<file path="config.mk">
export PLATFORM = sky130hd
export DESIGN_NAME = or_gate_exerciser
export DESIGN_NICKNAME = d
export VERILOG_FILES = /design/src/rtl/or_gate_exerciser.sv
export SDC_FILE = /design/constraint.sdc
export NUM_CORES = 1
export LEC_CHECK = 0
export CAP_MARGIN = 15
export CORE_AREA = 3 3 44 46
export CTS_CLUSTER_DIAMETER = 60
export DETAILED_ROUTE_END_ITERATION = 8
export DIE_AREA = 0 0 47 49
export GPL_ROUTABILITY_DRIVEN = 0
export HOLD_SLACK_MARGIN = 0.15
export MAX_ROUTING_LAYER = met4
export PLACE_DENSITY = 0.73
export SETUP_SLACK_MARGIN = 0.05
export SYNTH_ARGS = -nofsm -noshare
export SYNTH_HDL_FRONTEND = slang
export SYNTH_SLANG_ARGS = --single-unit
</file>
<file path="constraint.sdc">
create_clock -name clk -period 2.1 [get_ports clk]
set_clock_uncertainty 0.1 [all_clocks]
set_input_delay 0.63 -clock clk [delete_from_list [all_inputs] [get_ports clk]]
set_output_delay 0.63 -clock clk [all_outputs]
set_load 0.05 [all_outputs]
</file>
<file path="src/rtl/or_gate_exerciser.sv">
// Stimulus/capture wrapper for an or_gate_bit: sweeps every {a,b} vector,
// checks y against a|b and reports pass, error count and first failing index.
module or_gate_exerciser #(
  parameter  int WIDTH  = 1,
  parameter  int SETTLE = 1,
  localparam int IW     = 2 * WIDTH,
  localparam int N      = 2 ** IW
) (
  input  logic             clk,
  input  logic             reset,
  input  logic             start,
  output logic [WIDTH-1:0] a,
  output logic [WIDTH-1:0] b,
  input  logic [WIDTH-1:0] y,
  output logic             busy,
  output logic             done,
  output logic             pass,
  output logic [IW:0]      err_count,
  output logic [IW-1:0]    first_fail
);

  typedef enum logic [1:0] {
    S_IDLE,
    S_SETTLE,
    S_CHECK,
    S_DONE
  } state_t;

  localparam int CW = (SETTLE > 1) ? $clog2(SETTLE) : 1;

  localparam logic [CW-1:0] CNT_LAST = CW'(SETTLE - 1);
  localparam logic [CW-1:0] CNT_ONE  = CW'(1);
  localparam logic [IW-1:0] IDX_LAST = IW'(N - 1);
  localparam logic [IW-1:0] IDX_ONE  = IW'(1);
  localparam logic [IW:0]   ERR_ONE  = (IW + 1)'(1);

  state_t          state;
  logic [CW-1:0]   cnt;
  logic [IW-1:0]   idx;
  logic [IW-1:0]   idx_nxt;
  logic            mismatch;

  assign idx_nxt  = idx + IDX_ONE;
  assign mismatch = (y != (a | b));

  always_ff @(posedge clk) begin
    if (reset) begin
      state      <= S_IDLE;
      cnt        <= '0;
      idx        <= '0;
      a          <= '0;
      b          <= '0;
      busy       <= 1'b0;
      done       <= 1'b0;
      pass       <= 1'b0;
      err_count  <= '0;
      first_fail <= '0;
    end else begin
      unique case (state)
        S_IDLE: begin
          a    <= '0;
          b    <= '0;
          busy <= 1'b0;
          done <= 1'b0;
          if (start) begin
            idx        <= '0;
            cnt        <= '0;
            err_count  <= '0;
            first_fail <= '0;
            pass       <= 1'b0;
            busy       <= 1'b1;
            state      <= S_SETTLE;
          end
        end
        S_SETTLE: begin
          // counter restarts per vector so each one gets SETTLE cycles here
          if (cnt == CNT_LAST) begin
            state <= S_CHECK;
          end else begin
            cnt <= cnt + CNT_ONE;
          end
        end
        S_CHECK: begin
          if (mismatch) begin
            err_count <= err_count + ERR_ONE;
            if (err_count == '0) begin
              first_fail <= idx;
            end
          end
          if (idx == IDX_LAST) begin
            a     <= '0;
            b     <= '0;
            busy  <= 1'b0;
            done  <= 1'b1;
            state <= S_DONE;
          end else begin
            idx    <= idx_nxt;
            {a, b} <= idx_nxt;
            cnt    <= '0;
            state  <= S_SETTLE;
          end
        end
        S_DONE: begin
          done  <= 1'b0;
          pass  <= (err_count == '0);
          state <= S_IDLE;
        end
        default: begin
          state <= S_IDLE;
        end
      endcase
    end
  end

endmodule

</file>
=== Yosys cells after proc, flatten, opt, wreduce, memory -nomap -nowiden ===
Index checks and enable logic that the tools add are counted.

* Equal/unequal tests: 11
* Reduce and logical (&&, ||, !) cells: 15
* Mux-type cells: 27
* Bitwise gates (word level): 1
* $add $sub $neg: 3

{| class="wikitable"
|+ Operators with widths
! operator !! count
|-
| $mux 2 || 7
|-
| $ne 2x2->1 const B || 6
|-
| $pmux 1 s2 || 5
|-
| $reduce_and 3->1 || 3
|-
| $mux 1 || 8
|-
| $pmux 2 s2 || 2
|-
| $pmux 2 s4 || 1
|-
| $reduce_and 2->1 || 4
|-
| $eq 2x2->1 const B || 3
|-
| $mux 3 || 2
|-
| $pmux 3 s2 || 1
|-
| $reduce_bool 2->1 || 3
|-
| $reduce_and 4->1 || 1
|-
| $add 3x1->3 const B || 1
|-
| $logic_not 3->1 || 1
|-
| $pmux 1 s3 || 1
|-
| $reduce_bool 3->1 || 1
|-
| $add 2x1->2 const B || 1
|-
| $eq 2x1->1 const B || 1
|-
| $logic_not 2->1 || 1
|-
| $reduce_or 2->1 || 1
|-
| $add 1x1->1 const B || 1
|-
| $ne 1x1->1 || 1
|-
| $or 1x1->1 || 1
|}

* Flip-flop bits (word level): 15

=== Logic depth before layout (Yosys ltp) ===
* Depth after elaboration: 4
* Gate-level depth with buffers: 7
* Gate-level depth less buffers: 6

=== Least setup slack after synthesis ===
Ideal clock, no wire load.

* Path kind: flip-flop to flip-flop
* Start point: register err_count[0]
* End point: register first_fail[0]
* Stages on the path, launching flop included: 7
* Buffers on the path: 0
* Slack: 0.294 ns
* Arrival: 1.635 ns
* Data required time: 1.929 ns
* Clock period less this slack: 1.806 ns
* Cell sequence: dfxtp_1 > inv_1 > ha_1 > nand2b_4 > a211o_1 > or3_1 > a21oi_1

* Cells in the longest elaborated chain, start to end: 3

{| class="wikitable"
|+ RTL lines
! what !! line !! source
|-
| start: declaration || 18 || <nowiki>output logic [IW:0] err_count,</nowiki>
|-
| start signal: assignment || 85 || <nowiki>err_count <= err_count + ERR_ONE;</nowiki>
|-
| $logic_not 3->1 || 86 || <nowiki>if (err_count == '0) begin</nowiki>
|-
| $ne 2x2->1 (no source line) || -- ||
|-
| $reduce_and 4->1 (no source line) || -- ||
|-
| end signal: assignment || 87 || <nowiki>first_fail <= idx;</nowiki>
|-
| end: declaration || 19 || <nowiki>output logic [IW-1:0] first_fail</nowiki>
|}

No other way between the ends.
A chain may end at the register's enable or synchronous reset.

=== Worst setup path after layout ===
* Start point: register state[0]
* End point: register first_fail[0]

* Cells in the longest elaborated chain, start to end: 3
* Elaborated cells on any way between the ends: 8
* Classes of those cells: eq/ne: 4; mux: 1; reduce/logical: 3

{| class="wikitable"
|+ RTL lines
! what !! line !! source
|-
| start: declaration || 37 || <nowiki>state_t state;</nowiki>
|-
| start signal: assignment || 48 || <nowiki>state <= S_IDLE;</nowiki>
|-
| start signal: assignment || 72 || <nowiki>state <= S_SETTLE;</nowiki>
|-
| start signal: assignment || 78 || <nowiki>state <= S_CHECK;</nowiki>
|-
| $eq 2x2->1 or $logic_not 2->1 (tied branches) || 59 || <nowiki>unique case (state)</nowiki>
|-
| $ne 2x2->1 (no source line) or $reduce_bool 2->1 (tied branches) || -- ||
|-
| $reduce_and 4->1 (no source line) || -- ||
|}

Several ways; a longest one is shown, not always the timed one.

==> results.py <==
metrics = {
    "status": {
        "status": "complete, no violations",
    },
    "flow_run": {
        "maxCapViolations": 0,
    },
    "timing": {
        "post-route-min-period_ns": 1.88,
        "rsz0062_at_grt": "false",
        "hold_viol_final": 0,
        "tightest_slew_ns": 0.339,
        "setup_viol": 0,
        "final.period_utilization_pct": 89.6,
        "slew_viol_final": 0,
        "slew_headroom_pct": 77.4,
        "fmax_ghz": 0.531,
    },
    "logic_synthesis": {
        "synth_fp_nets": 101,
        "synth_edf_count": 0,
        "netlist_instances": 90,
        "yosys_warnings": 0,
        "async_flop_share_pct": 0,
        "synthTopCellsByArea": "dfxtp_1 (37%), ha_1 (11%), a21oi_1 (7.8%), o21ai_0 (5.9%), nor2_1 (3.9%)",
        "synth_area_per_cell_um2": 8.52,
        "synth_top_area_cell": "dfxtp_1",
        "ys_seq_area_share_pct": 36.5,
        "syn_area_um2": 767,
        "ys.flop_type": "dfxtp_1",
        "synthDistinctLibCells": 27,
        "synth_top_cell_area_share_pct": 36.5,
        "synth-seq-cells": 14,
    },
    "global_route": {
        "grt_antenna_before_repair": 0,
        "overflow": 0,
        "gr-usage-met1_pct": 21.4,
        "grt_use_met3_pct": 3.32,
        "grt_pass1_vias": 692,
        "grtUsageMet2_pct": 26.7,
        "grt_pass1_wl_mm": 2.89,
        "grt-busiest-layer": "met2",
        "grtUsageTotal_pct": 17.5,
        "grt_max_degree": 11,
    },
    "pwr": {
        "p_sw_share_pct": 32.0,
        "power.density_nw_per_um2": 717,
        "p_sw_w": 0.000219,
        "intPower_w": 0.000467,
        "p_comb_share_pct": 28.6,
        "power_frac_seq_pct": 42.5,
        "clkPwrFrac_pct": 28.9,
        "leakagePower_nw": 0.386,
        "vdd_drop_max_mv": 0.435,
    },
    "die": {
        "ios": 14,
        "fp.dieW_um": 47,
        "die-area_um2": 2300,
        "core_um2": 1540,
        "rows": 14,
        "start_util_pct": 49.8,
        "dieHeight_um": 49,
    },
    "route": {
        "drc_errors": 0,
        "post_drt_wl_per_cell_um": 13.1,
        "num_vias": 693,
        "antenna_left": 0,
        "firstDrtPassIters": 4,
        "viasPerCell": 5.50,
        "drt-total-wl_mm": 1.65,
        "drt-initial-drc-count": 10,
    },
    "setup_path": {
        "worstSetupStartpointType": "register",
        "cp-end-kind": "register",
        "worstPathRequired_ns": 2.22,
        "worstPathArrival_ns": 2.00,
        "cpPeakStageDelay_ns": 0.48,
        "crit_fanout": 10,
        "setup.worst_path.class": "register to register",
        "path_cells": "inv_1 > ha_1 > or4b_1 > o21ai_2 > o21ai_0 > a21oi_1",
        "slowest_stage": "or4b_1",
    },
    "layout": {
        "drive_gt1_share_pct": 21.8,
        "finish.utilization_pct": 62.1,
        "nets": 122,
        "fin_cells": 126,
        "final_area_um2": 957,
        "insertedDiodeCount": 0,
        "synthToLayoutAreaGrowth_pct": 24.8,
    },
    "clock_network": {
        "cts_hold_buf": 0,
        "cts_resized": 0,
        "cts_buffer_depth": 2,
        "post_cts_buffers": 0,
        "cts_tree": "yes",
        "clkLatencyLatePin_ns": 0.28,
        "clkTransAtPathRegs_ns": 0.09,
        "cts_buffers": 3,
        "cts-root-buf": "clkbuf_4",
        "h-tree-depth": 1,
        "cts.sinks": 14,
    },
    "min_path": {
        "holdCritPathClass": "register to register",
    },
    "place": {
        "place_inst": 122,
        "dpl.hpwl_mm": 1.32,
        "io_buffers": 13,
        "dpl_cell_area_um2": 918,
    },
}
[power by group through the flow]
| stage | clock (W) | sequential (W) | combinational (W) |
|---|---|---|---|
| 5_1_grt | 0.000227 | 0.000294 | 0.000217 |
| 2_1_floorplan | 0 | 0.000315 | 0.000115 |
| 6_report | 0.000198 | 0.000292 | 0.000196 |
| 3_5_place_dp | 0 | 0.000298 | 0.000194 |
| 4_1_cts | 0.000205 | 0.000292 | 0.000194 |
| 3_3_place_gp | 0 | 0.000297 | 0.000191 |
[critical path, delay by kind of cell (launching register included)]
kind | cells | cell delay [ns]
compound gates | 3 | 0.38
buf+inv | 1 | 0.13
flops | 1 | 0.34
fa+ha+maj | 1 | 0.38
simple gates | 1 | 0.48
[cells in the mapped netlist (2+ instances only)]
| cell | instances |
|---|---|
| o21ai_0 | 9 |
| nor3b_1 | 2 |
| nand4b_1 | 2 |
| nand3_1 | 4 |
| nand2_1 | 7 |
| or3_1 | 3 |
| nor2_1 | 8 |
| dfxtp_1 | 14 |
| inv_1 | 4 |
| clkbuf_1 | 2 |
| nand3b_1 | 2 |
| a21oi_1 | 12 |
| ha_1 | 7 |
[sequential cells by signal, indices dropped and copies added, names as in the netlist]
signal and count:
done 1, first_fail 2, b 1, err_count 3
a 1, state 2, busy 1, pass 1
idx 2
[final timing paths]
path | startpoint | end | slack (ns) | cells past startpoint
max | state[0] | first_fail[0] | 0.22 | 6
min | pass | pass | 0.38 | 2
max reg2reg | state[0] | first_fail[0] | 0.22 | 6
min reg2reg | pass | pass | 0.38 | 2
[layout make-up]
class	count	area, µm²
sequential	14	280
fill	147	584
clock buffer	4	36.3
multi-input combinational	69	455
tap	16	20.0
inverter	4	15.0
timing repair buffer	19	150
[layer usage]
layer  wire length [µm]  vias up
met5                  0        -
met4                 40        0
met3                 83        5
met2                772       14
met1                753      309
li1                   -      365
[through the flow]
stage	worst slack, ns	hold WS (ns)	TNS [ns]	power [W]
finish	0.218	0.381	0	0.000686
global route	0.0914	0.410	0	0.000738
CTS	0.199	0.380	0	0.000691
detailed placement	-0.0576	0.367	-0.105	0.000492
global placement	-0.0175	0.363	-0.0338	0.000488
floorplan	0.294	0.367	0	0.000430
[cell families after synthesis]
kind of cell	after synthesis	synth area share, %
AOI/OAI and AO/OA	26	19.1
xor gates and xnor gates	1	1.14
adders and majority gates	7	11.4
buffers and inverters	7	4.40
DFF	14	36.5
and+or+nand+nor	35	27.4
[placed cells by master, fill, tap and decap left out, types with 2 or more instances in the layout]
cell type / Yosys / layout
nand3_1: 4 / 4
inv_1: 4 / 4
a21oi_1: 12 / 12
nand3b_1: 2 / 2
clkdlybuf4s50_1: 0 / 3
buf_4: 0 / 16
or3_1: 3 / 3
nand2_1: 7 / 7
ha_1: 7 / 6
dfxtp_1: 14 / 14
nor3b_1: 2 / 2
nand4b_1: 2 / 2
o21ai_0: 9 / 9
clkbuf_4: 0 / 3
nor2_1: 8 / 8
(Power assumes the default switching activity.)
